**src/rtl/clock_gate_ctrl.sv**
```systemverilog
// clock_gate_ctrl: per-channel start/stop/halt control of active-low
// clock-gate enables with cycle budget, drain delay and cycle counters.
module clock_gate_ctrl #(
  parameter int CHANNELS     = 4,
  parameter int COUNT_WIDTH  = 32,
  parameter int DRAIN_CYCLES = 2
) (
  input  logic                            clock,
  input  logic                            reset_n,
  input  logic                            start_valid,
  input  logic [CHANNELS-1:0]             start_mask,
  input  logic [COUNT_WIDTH-1:0]          start_budget,
  input  logic                            stop_valid,
  input  logic [CHANNELS-1:0]             stop_mask,
  input  logic [CHANNELS-1:0]             halt_req,
  output logic [CHANNELS-1:0]             ce_n,
  output logic [CHANNELS-1:0]             running,
  output logic [CHANNELS-1:0]             done,
  output logic [CHANNELS-1:0]             halted,
  output logic                            cmd_err,
  output logic [CHANNELS*COUNT_WIDTH-1:0] cycles
);

  localparam int DW =
    (DRAIN_CYCLES > 1) ? $clog2(DRAIN_CYCLES) : 1;
  localparam logic [DW-1:0] DRAIN_LOAD =
    DW'(DRAIN_CYCLES - 1);
  localparam logic [COUNT_WIDTH-1:0] ONE =
    COUNT_WIDTH'(1);

  typedef enum logic [1:0] {
    ST_STOPPED,
    ST_RUNNING,
    ST_DRAINING
  } state_e;

  state_e                 state_q [CHANNELS];
  logic [COUNT_WIDTH-1:0] rem_q   [CHANNELS];
  logic [COUNT_WIDTH-1:0] cyc_q   [CHANNELS];
  logic [DW-1:0]          drn_q   [CHANNELS];
  logic [CHANNELS-1:0]    ce_n_q;
  logic [CHANNELS-1:0]    done_q;
  logic [CHANNELS-1:0]    halted_q;
  logic                   cmd_err_q;

  logic [CHANNELS-1:0]    start_hit;
  logic [CHANNELS-1:0]    stop_hit;
  logic [CHANNELS-1:0]    busy;
  logic                   cmd_err_d;

  // Decode command hits; a start to a busy channel is an error
  always_comb begin
    start_hit = start_valid ? start_mask : '0;
    stop_hit  = stop_valid ? stop_mask : '0;
    busy      = '0;
    for (int i = 0; i < CHANNELS; i++) begin
      busy[i] = (state_q[i] != ST_STOPPED);
    end
    cmd_err_d = |(start_hit & busy);
  end

  // Per-channel FSM: halt > stop > budget expiry > start
  always_ff @(posedge clock) begin
    if (!reset_n) begin
      cmd_err_q <= 1'b0;
      ce_n_q    <= '1;
      done_q    <= '0;
      halted_q  <= '0;
      for (int i = 0; i < CHANNELS; i++) begin
        state_q[i] <= ST_STOPPED;
        rem_q[i]   <= '0;
        cyc_q[i]   <= '0;
        drn_q[i]   <= '0;
      end
    end else begin
      cmd_err_q <= cmd_err_d;
      for (int i = 0; i < CHANNELS; i++) begin
        done_q[i] <= 1'b0;
        if (!ce_n_q[i]) begin
          cyc_q[i] <= cyc_q[i] + ONE;
        end
        unique case (state_q[i])
          ST_STOPPED: begin
            if (start_hit[i] && !halt_req[i]) begin
              state_q[i]  <= ST_RUNNING;
              rem_q[i]    <= start_budget;
              cyc_q[i]    <= '0;
              halted_q[i] <= 1'b0;
              ce_n_q[i]   <= 1'b0;
            end
          end
          ST_RUNNING: begin
            if (halt_req[i]) begin
              state_q[i]  <= ST_DRAINING;
              drn_q[i]    <= DRAIN_LOAD;
              ce_n_q[i]   <= 1'b1;
              halted_q[i] <= 1'b1;
            end else if (stop_hit[i] ||
                         rem_q[i] == ONE) begin
              state_q[i] <= ST_DRAINING;
              drn_q[i]   <= DRAIN_LOAD;
              ce_n_q[i]  <= 1'b1;
            end else if (rem_q[i] != '0) begin
              rem_q[i] <= rem_q[i] - ONE;
            end
          end
          ST_DRAINING: begin
            if (drn_q[i] == '0) begin
              state_q[i] <= ST_STOPPED;
              done_q[i]  <= 1'b1;
            end else begin
              drn_q[i] <= drn_q[i] - 1'b1;
            end
          end
          default: begin
            state_q[i] <= ST_STOPPED;
            ce_n_q[i]  <= 1'b1;
          end
        endcase
      end
    end
  end

  // Flatten per-channel counters onto the output bus
  always_comb begin
    cycles = '0;
    for (int i = 0; i < CHANNELS; i++) begin
      cycles[i*COUNT_WIDTH +: COUNT_WIDTH] = cyc_q[i];
    end
  end

  assign ce_n    = ce_n_q;
  assign running = ~ce_n_q;
  assign done    = done_q;
  assign halted  = halted_q;
  assign cmd_err = cmd_err_q;

endmodule

```
**config.mk**
```make
export PLATFORM = sky130hd
export DESIGN_NAME = clock_gate_ctrl
export DESIGN_NICKNAME = d
export VERILOG_FILES = /design/src/rtl/clock_gate_ctrl.sv
export SDC_FILE = /design/constraint.sdc
export NUM_CORES = 1
export LEC_CHECK = 0
export CORE_MARGIN = 1.5
export CORE_UTILIZATION = 56
export DETAILED_ROUTE_END_ITERATION = 12
export PLACE_DENSITY = 0.8
export REMOVE_ABC_BUFFERS = 1
export SYNTH_ARGS = -nofsm -noshare
export SYNTH_HDL_FRONTEND = slang
export SYNTH_SLANG_ARGS = --single-unit
```
**constraint.sdc**
```tcl
create_clock -name clock -period 3.85 [get_ports clock]
set_input_delay 0.385 -clock clock [delete_from_list [all_inputs] [get_ports clock]]
set_output_delay 0.385 -clock clock [all_outputs]
set_load 0.005 [all_outputs]
```
# [After elaboration in Yosys (flattened, before gate mapping)]
# Memory sizes are Yosys's and may differ from the RTL's.
# Cells that the tools add are included.
[word_totals] out_inout_bits=145 register_bits=13 n_memories=4 mem_bits_rw=268
[op_classes] bitwise_logic=54 n_reduce_logical=41 mux=207 eq_ne=24 add_sub_neg=12
[mem_list] name="cyc_q" depth=4 width=32 rd=4 rd_clocked_by_memory_dff=0 write_ports=4 line="39" text="logic [COUNT_WIDTH-1:0] cyc_q [CHANNELS];"
[mem_list] name="rem_q" depth=4 width=32 rd=4 rd_clocked_by_memory_dff=0 write_ports=4 line="38" text="logic [COUNT_WIDTH-1:0] rem_q [CHANNELS];"
[mem_list] name="state_q" depth=4 width=2 rd=4 rd_clocked_by_memory_dff=0 write_ports=4 line="37" text="state_e state_q [CHANNELS];"
[mem_list] name="drn_q" depth=4 width=1 rd=4 rd_clocked_by_memory_dff=0 write_ports=4 line="40" text="logic [DW-1:0] drn_q [CHANNELS];"
[op_table] operator="two-way mux 32 bit" n=16
[op_table] operator="two-way mux 1 bit" n=161
[op_table] operator="adder 32 x 1 -> 32 bit, second input constant" n=4
[op_table] operator="== test 32 x 1 -> 1 bit, second input constant" n=4
[op_table] operator="nonzero test 32 bit" n=4
[op_table] operator="subtractor 32 x 1 -> 32 bit, second input constant" n=4
[op_table] operator="bitwise OR 1 bit" n=48
[op_table] operator="two-way mux 2 bit" n=20
[op_table] operator="AND reduction 3 bit" n=8
[op_table] operator="inequality test 2 bit, second input constant" n=8
[op_table] operator="nonzero test 2 bit" n=8
[op_table] operator="inequality test 3 bit, second input constant" n=4
[op_table] operator="one-hot mux 1 bit (3 select lines)" n=4
[op_table] operator="OR reduction 3 bit" n=4
[op_table] operator="== test 2 x 1 -> 1 bit, second input constant" n=4
[op_table] operator="== test 2 bit, second input constant" n=4
[op_table] operator="logical NOT 2 bit" n=4
[op_table] operator="two-way mux 4 bit" n=2
[op_table] operator="one-hot mux 1 bit (2 select lines)" n=4
[op_table] operator="bitwise AND 4 bit" n=1
[op_table] operator="logical AND 1 bit" n=4
[op_table] operator="logical NOT 1 bit" n=4
[op_table] operator="logical OR 1 bit" n=4
[op_table] operator="inverter 1 bit" n=4
[op_table] operator="3 further kinds" n=6

# [Longest topological paths before layout]
# Gate-level depths: netlist of run 1.
[depth] depth_word=11 mapped_depth=8 mapped_depth_nobuf=8

# [Worst setup path after synthesis of run 1]
# Ideal clock, no wire load.
[synth_timing] path_type="register to register" startpoint="mem rem_q[3][10]" endpoint="mem rem_q[3][0], enable pin" stages_incl_launch_ff=7 t_arrival_ns=2.899 slack_ns=0.390 path_buffers=1 required_ns=3.289 path_cell_list="edfxtp_1 > nor4_1 > nand3b_1 > or2_2 > o41ai_2 > clkbuf_1 > nand3_1"
[synth_lines] element="from (decl)" line="38"

==> key figures, run 1 <==
Finish
  • Synth-to-Final Area Change: 22.1%
  • Diodes inserted: 0
  • Post-Layout Cell Count: 2095
  • Layout cells sized above 1: 5.25%
  • Nets: 1794
  • Post-route cell area: 18800 µm²

GRT
  • GRT Max-Usage Layer: met2
  • Wire length of the first global-routing pass: 62600 µm
  • GR Layer Usage met3: 3.67%
  • Met2 usage: 44.6%
  • Initial antenna violation count: 0
  • GRT overflow: 0
  • Vias in the first global route: 11747
  • M1 GR Usage: 39.4%
  • Pin count of the biggest net entering global routing: 34
  • GRT Util Overall: 27.7%

STA
  • Final setup skew: 0.0159 ns
  • Slew Viols, Final: 0
  • Least-Margin Pin Slew: 0.815 ns
  • Setup TNS: 0 ns
  • Final-report hold violation count: 0
  • Slew margin rel.: 45.1%
  • Final min period: 3.10 ns
  • Period utilization: 80.5%
  • Setup violations, final: 0
  • RSZ-0062 raised after global routing: no
  • Maximum clock rate: 0.323 GHz

Logic synthesis
  • Ys Warns: 0
  • Netlist cell types: 53
  • Number of synthesized flops with an enable pin: 265
  • Average size of a mapped cell: 10.0 µm²
  • Register area share after synthesis: 53.8%
  • Prevailing post-synth register cell: edfxtp_1
  • Post-synthesis cell area: 15400 µm²
  • Yosys reg bits: 281
  • Post-synth ARST share: 0%
  • Mapped Cells: 1532

Setup path
  • Crit start category: register
  • Crit path DAT: 3.40 ns
  • Critical path fanouts, max: 24
  • Req. time, crit path: 4.15 ns
  • Worst Setup End Kind: register
  • Worst Setup Path Type: reg2reg

Clock network
  • Buffer count from post-CTS setup fixing: 0
  • H-tree depth: 1
  • # resized after CTS: 0
  • Clock Latency Late Sink: 0.57 ns
  • TritonCTS Buffers: 30
  • Hold-fix buffers, CTS: 0
  • Root Buffer: clkbuf_16
  • Clk pin slew, worst setup/hold paths: 0.06 ns
  • CTS tree: yes
  • Sink Count: 281
  • CTS max path bufs: 3

Run status
  • Outcome: completed

Power
  • Peak VDD IR: 0.343 mV
  • LEAKAGE: 6.19 nW
  • Power per cell area: 421 nW/µm²

Floorplanning
  • Core Footprint: 27000 µm²
  • Die area: 28500 µm²
  • Chip height: 169 µm
  • FP Rows: 60
  • IO Pins: 193
  • Starting Density: 57.0%
  • Die W: 169 µm

Detailed routing
  • Post-Route WL: 40100 µm
  • 1st-iter DRT viols: 1461
  • Vias post-DR: 12655
  • Antenna viol nets, final: 0
  • Wire per inst: 19.2 µm
  • Pre-antenna DRT Iters: 5
  • Vias/cell: 6.04
  • DRC viols: 0

Flow run
  • Max-cap viol count: 0

Place
  • Placed Area: 17700 µm²
  • Count of input and output buffers: 192
  • Inst Count DP: 2039
  • Post-detail-place hpwl: 27300 µm
  • Gp weighted congestion: 0.846

Hold path
  • Worst Hold Class: reg2reg
[registers in the layout (all words and copies together), names as in the netlist]
name	flops
cyc_q	128
state_q	8
cmd_err	1
done	4
ce_n	4
drn_q	4
rem_q	128
halted	4
[synth_stat cells (all sizes together) (6+ instances only)]
| master | count | area, µm² |
|---|---|---|
| nor4 | 38 | 275 |
| o21ai | 164 | 825 |
| xor2 | 107 | 937 |
| nor2b | 6 | 37.5 |
| and2 | 7 | 43.8 |
| nor2 | 174 | 653 |
| and4 | 15 | 131 |
| ha | 16 | 200 |
| nand3 | 59 | 295 |
| inv | 30 | 113 |
| clkbuf | 45 | 169 |
| nand3b | 7 | 52.6 |
| nor3 | 43 | 215 |
| or3 | 40 | 255 |
| nand4 | 33 | 206 |
| a21oi | 40 | 200 |
| a21o | 6 | 45.0 |
| or4 | 22 | 173 |
| xnor2 | 101 | 885 |
| nand2 | 217 | 815 |
| dfxtp | 16 | 320 |
| edfxtp | 265 | 7960 |
| or2 | 9 | 56.3 |
| and3 | 32 | 200 |
[placed cells by master (no fill, tap or decap), drive strengths merged, types with 3 or more instances in the layout]
master and instances:
xor2 107, and3 32, nor3 43, o211ai 3, inv 30, a21oi 40, nand2b 5, and2 7
buf 24, clkbuf 39, nor4 38, nand3b 7, bufinv 6, nor2b 6, clkinv 11, a21o 6
edfxtp 265, nand2 217, clkdlybuf4s50 192, or2 9, or3 40, nor2 174, ha 16, and4 15
nand3 59, dfxtp 16, or4 22, o41ai 3, nand4 33, o21ai 164, xnor2 101
[power breakdown]
group	switching (W)	internal (W)
logic	0.000489	0.000441
clock network	0.00123	0.00187
registers	0.000263	0.00362
[cell families after synthesis]
group                      synth area share (%)
xor gates and xnor gates                   11.8
adders and majority gates                  1.30
and+or+nand+nor                            22.9
AOI/OAI and AO/OA                          8.13
buffers and inverters                      1.99
DFF                                        53.8
[critical path, cell delays in order, from the launching register on]
cell and delay (ns):
edfxtp_1 0.44, or4_4 0.58, or4_4 0.46, nor4_1 0.38, o211ai_1 0.15, nand4b_1 0.35
buf_4 0.36, o21ai_1 0.13
[area by class of cell]
cell class | instances | area [µm²]
clock inverter | 17 | 240
sequential | 281 | 8280
timing repair buffer | 216 | 2100
clock buffer | 39 | 805
fill | 1976 | 8170
multi-input combinational | 1171 | 6810
inverter | 30 | 113
tap | 341 | 427
[routing by layer]
layer  up-vias  share of wire, %
li1       5930                 -
met1      6027                41
met2       613                47
met3        85               9.4
met4         0               3.1
met5         -                 0
[per-stage QoR]
stage	utilization, %	hold slack [ns]	total power, W	setup WS, ns
final	69.7	0.441	0.00791	0.752
after floorplan	-	0.410	0.00433	-0.533
after detailed placement	65.8	0.431	0.00486	0.795
after global routing	69.7	0.452	0.00815	0.572
after CTS	69.7	0.444	0.00792	0.784
after global placement	65.8	0.434	0.00482	0.894
[worst paths after layout]
kind / startpoint / cells past startpoint / end / slack, ns
max: rem_q[0][6] / 7 / rem_q[0][25] / 0.75
min: drn_q[2] / 1 / done[2] / 0.44
max reg2reg: rem_q[0][6] / 7 / rem_q[0][25] / 0.75
min reg2reg: drn_q[2] / 1 / done[2] / 0.44
(Power assumes the default switching activity.)
==> run 2: changes to the inputs <==
- clock period: 3.85 -> 3 ns (I/O delays scaled with it)
==> key figures, run 2 (synthesis results as in run 1) <==
Setup path
  • Crit-path cells: or4_4, or4_4, nor4_2, o211ai_1, nand4b_1, buf_4, o21ai_1
  • Crit path capture: rem_q[0][20]
  • Crit path largest cell delay: 0.58 ns
  • CP Launch Point: rem_q[0][6]
  • Crit start category: register
  • Worst Setup End Kind: register
  • Register-to-register setup slack: 0.19 ns
  • Req. time, crit path: 3.30 ns
  • Crit path DAT: 3.11 ns
  • R2r worst-path depth: 7
  • Critical Path Most Common Cell: or4_4
  • Worst Setup Path Type: reg2reg
  • Family with the most delay on the worst path: simple AND/OR/NAND/NOR gates
  • R2R Path Start: rem_q[0][6]
  • Bufs and invs on worst path: 1
  • Levels on crit path: 7
  • Slowest-stage cell, CP: or4_4
  • Critical path fanouts, max: 25
  • R2r endpoint: rem_q[0][20]

GRT
  • GRT overflow: 0
  • Wire length of the first global-routing pass: 63200 µm
  • Vias in the first global route: 12007
  • Pin count of the biggest net entering global routing: 34
  • Initial antenna violation count: 2
  • GRT Util Overall: 27.9%

Clock network
  • CTS tree: yes
  • Clk pin slew, worst setup/hold paths: 0.06 ns
  • # resized after CTS: 0
  • Buffer count from post-CTS setup fixing: 0
  • H-tree depth: 1
  • TritonCTS Buffers: 30
  • CTS max path bufs: 3
  • Hold-fix buffers, CTS: 0
  • Clock Latency Late Sink: 0.57 ns
  • Sink Count: 281
  • Root Buffer: clkbuf_16

Place
  • Gp weighted congestion: 0.872
  • Count of input and output buffers: 192
  • Post-detail-place hpwl: 27400 µm
  • Placed Area: 17800 µm²

Floorplanning
  • Core Footprint: 27000 µm²
  • FP Rows: 60
  • Chip height: 169 µm
  • Die area: 28500 µm²
  • Die W: 169 µm
  • Starting Density: 57.0%
  • IO Pins: 193

Finish
  • Commonest non-fill, non-tap cells in the layout: 265 x edfxtp_1, 217 x nand2_1, 192 x clkdlybuf4s50_1
  • Register Area: 8280 µm²
  • Nets: 1802
  • Layout cells sized above 1: 5.57%
  • Synth-to-Final Area Change: 21.8%
  • FILL cells: 1990
  • Multi-input gate area: 6820 µm²
  • Post-route cell area: 18700 µm²
  • Leading cell type in the layout, fill and taps excluded: edfxtp_1
  • Biggest regs: cyc_q (128), rem_q (128), state_q (8)

STA
  • Final setup skew: 0.0160 ns
  • Setup violations, final: 0
  • Maximum clock rate: 0.356 GHz
  • Slew Viols, Final: 0
  • Period utilization: 93.5%
  • Least-Margin Pin Slew: 0.721 ns
  • Final-report hold violation count: 0
  • RSZ-0062 raised after global routing: no
  • Final min period: 2.81 ns
  • Slew margin rel.: 51.5%

Power
  • Peak VDD IR: 0.453 mV
  • LEAKAGE: 6.17 nW
  • Power per cell area: 514 nW/µm²
  • Tot Pwr: 0.00964 W

Detailed routing
  • Pre-antenna DRT Iters: 6
  • Post-Route WL: 39900 µm
  • Vias post-DR: 12706
  • Vias/cell: 6.04
  • Wire per inst: 19.0 µm
  • DRC viols: 0
  • Antenna viol nets, final: 0
  • 1st-iter DRT viols: 1412

Flow run
  • Max-cap viol count: 0

Hold path
  • Worst Hold Class: in2reg

Run status
  • Outcome: completed
-- run 2: changes by cell type in the layout (fill, tap and decap cells not counted), sizes merged --
cell and delta:
bufinv -5, clkinv +7, clkbuf -4, buf +8
diode +1
-- run 2: per-stage QoR --
step / hold WS, ns / utilization (%) / setup slack [ns] / setup TNS (ns) / cells
after global placement: 0.428 / 66.2 / 0.267 / 0 / 2047
after floorplan: 0.376 / - / -1.38 / -103.75 / 1482
final: 0.403 / 69.5 / 0.194 / 0 / 2102
after global routing: 0.431 / 69.5 / 0.0879 / 0 / 2102
after detailed placement: 0.439 / 66.2 / 0.157 / 0 / 2047
after CTS: 0.395 / 69.5 / 0.167 / 0 / 2101
-- run 2: cell type report --
| type | instances | share of cell area [%] |
|---|---|---|
| Clock buffer | 35 | 4.11 |
| Antenna cell | 1 | 0.0134 |
| Clock inverter | 19 | 0.668 |
| Tap cell | 341 | 2.28 |
| Timing Repair Buffer | 224 | 11.7 |
| Multi-Input combinational cell | 1171 | 36.4 |
| Sequential cell | 281 | 44.2 |
| Inverter | 30 | 0.601 |
-- run 2: power by group --
part / internal, W / leakage, nW / switching, W / total (W)
combinational: 0.000583 / 2.82 / 0.000627 / 0.00121
clock: 0.00191 / 0.445 / 0.00154 / 0.00345
sequential: 0.00464 / 2.91 / 0.000336 / 0.00498
total: 0.00713 / 6.17 / 0.00250 / 0.00964
-- run 2: metal layers --
layer | track usage [%] | part of all wire [%] | up-vias
li1 | - | - | 5933
met1 | 38.8 | 41 | 6102
met2 | 45.0 | 47 | 588
met3 | 3.55 | 8.4 | 81
met4 | 10.2 | 3.8 | 2
met5 | 0 | 0.028 | -
-- run 2: worst min-delay path, cell delays in order --
cell and delay (ns):
clkdlybuf4s50_1 0.42, o21ai_0 0.09, a41oi_1 0.11
-- run 2: worst min path at each step --
stage / from / end / depth (start not counted)
global route: start_mask[3] / cmd_err / 3
finish: start_mask[2] / cmd_err / 3
floorplan: reset_n / ce_n[3] / 1
global placement: drn_q[1] / done[1] / 1
CTS: start_mask[2] / cmd_err / 3
detailed placement: drn_q[1] / done[1] / 1
==> run 3: changes to the inputs <==
- CORE_UTILIZATION: 56 -> 40
- PLACE_DENSITY: 0.8 -> unset
==> key figures, run 3 (synthesis results as in run 1) <==
STA
  • Setup violations, final: 0
  • Final-report hold violation count: 0
  • Slew margin rel.: 60.2%
  • Period utilization: 93.1%
  • Slew Viols, Final: 0
  • Final min period: 2.79 ns
  • Maximum clock rate: 0.358 GHz
  • Least-Margin Pin Slew: 0.592 ns
  • Final setup skew: 0.0277 ns
  • RSZ-0062 raised after global routing: no

Setup path
  • Crit path DAT: 3.05 ns
  • R2R Path Start: rem_q[1][0]
  • Crit start category: register
  • Critical path fanouts, max: 5
  • R2r endpoint: rem_q[1][10]
  • Worst Setup End Kind: register
  • R2r worst-path depth: 8
  • Worst Setup Path Type: reg2reg
  • Register-to-register setup slack: 0.21 ns
  • Req. time, crit path: 3.26 ns

Finish
  • Biggest regs: cyc_q (128), rem_q (128), state_q (8)
  • Leading cell type in the layout, fill and taps excluded: edfxtp_1
  • Diodes inserted: 0
  • Synth-to-Final Area Change: 24.9%
  • Layout cells sized above 1: 5.94%
  • Multi-input gate area: 6820 µm²
  • Register Area: 8280 µm²
  • FILL cells: 3448
  • Post-route cell area: 19200 µm²
  • Commonest non-fill, non-tap cells in the layout: 265 x edfxtp_1, 217 x nand2_1, 192 x clkdlybuf4s50_1
  • Nets: 1810

Hold path
  • Worst Hold Class: in2reg
  • Hold Path Sink: cmd_err
  • Hold Path Stages: 3
  • Hold_sp: start_mask[2]

Clock network
  • CTS max path bufs: 3
  • Root Buffer: clkbuf_16
  • Buffer count from post-CTS setup fixing: 0
  • TritonCTS Buffers: 34
  • CTS tree: yes
  • Clk pin slew, worst setup/hold paths: 0.06 ns
  • Sink Count: 281
  • # resized after CTS: 0
  • H-tree depth: 2
  • Clock Latency Late Sink: 0.53 ns
  • Hold-fix buffers, CTS: 0

Place
  • Gp weighted congestion: 0.826
  • Post-detail-place hpwl: 28500 µm
  • Count of input and output buffers: 192
  • Placed Area: 18100 µm²

GRT
  • Initial antenna violation count: 0
  • GRT Util Overall: 20.9%
  • GRT overflow: 0
  • Pin count of the biggest net entering global routing: 34
  • Vias in the first global route: 11642
  • Wire length of the first global-routing pass: 64500 µm

Detailed routing
  • Pre-antenna DRT Iters: 5
  • 1st-iter DRT viols: 977
  • DRC viols: 0
  • Vias post-DR: 12417
  • Wire per inst: 18.2 µm
  • Antenna viol nets, final: 0
  • Vias/cell: 5.45
  • Post-Route WL: 41600 µm

Run status
  • Outcome: completed

Floorplanning
  • FP Rows: 71
  • IO Pins: 193
  • Die W: 199 µm
  • Chip height: 199 µm
  • Die area: 39600 µm²
  • Core Footprint: 37800 µm²
  • Starting Density: 40.7%

Flow run
  • Max-cap viol count: 0

Power
  • LEAKAGE: 6.29 nW
  • Tot Pwr: 0.0102 W
  • Peak VDD IR: 0.403 mV
  • Power per cell area: 531 nW/µm²
==> run 3: cell count changes in the layout (fill, tap and decap cells not counted), sizes merged <==
| cell | change |
|---|---|
| clkbuf | +10 |
| clkinv | -8 |
| buf | +4 |
| bufinv | +1 |
| diode | -1 |
==> run 3: final cells by class <==
class	count	area share (%)
inverter	30	0.586
timing repair buffer	228	12.0
clock inverter	12	0.658
tap	511	3.33
sequential	281	43.1
multi-input combinational	1171	35.5
clock buffer	45	4.86
==> run 3: worst max path at each step <==
stage          slack [ns]    startpoint      endpoint  cells past startpoint
4_1_cts              0.08   rem_q[0][6]   rem_q[0][2]                      7
3_5_place_dp          0.1   rem_q[0][6]   rem_q[0][2]                      7
3_3_place_gp         0.19   rem_q[0][6]   rem_q[0][2]                      7
5_1_grt              0.08   rem_q[0][6]  rem_q[0][21]                      7
6_report             0.21   rem_q[1][0]  rem_q[1][10]                      8
2_1_floorplan       -1.38  rem_q[3][10]   rem_q[3][0]                      5
==> run 3: per-stage QoR <==
stage          util [%]  worst slack, ns  hold slack (ns)  instances  setup TNS, ns
3_3_place_gp       48.0            0.187            0.427       2221              0
6_report           50.9            0.208            0.444       2278              0
4_1_cts            50.8           0.0831            0.424       2278              0
3_5_place_dp       48.0           0.0951            0.440       2221              0
5_1_grt            50.9           0.0777            0.450       2278              0
2_1_floorplan         -            -1.38            0.376       1482        -103.75
==> run 3: per-layer routing <==
metal  track usage [%]  vias to the layer above  wire, µm
li1                  -                     5951         -
met1              30.2                     5997     18800
met2              32.6                      413     18900
met3              2.84                       56      2980
met4              5.92                        0       877
met5                 0                        -         0
==> run 3: report_power, final <==
| group | total [W] | internal [W] | switching [W] | leakage (nW) |
|---|---|---|---|---|
| combinational | 0.00123 | 0.000596 | 0.000637 | 2.86 |
| clock | 0.00398 | 0.00236 | 0.00163 | 0.517 |
| sequential | 0.00497 | 0.00464 | 0.000330 | 2.91 |
==> run 3: worst max-delay path: stages, from the launching register on <==
cell      delay, ns
edfxtp_1       0.47
inv_1          0.12
ha_1           0.19
or3b_2         0.52
nor3_1         0.29
nand2b_1       0.18
or4_1          0.46
xor2_1         0.22
o21ai_1        0.09
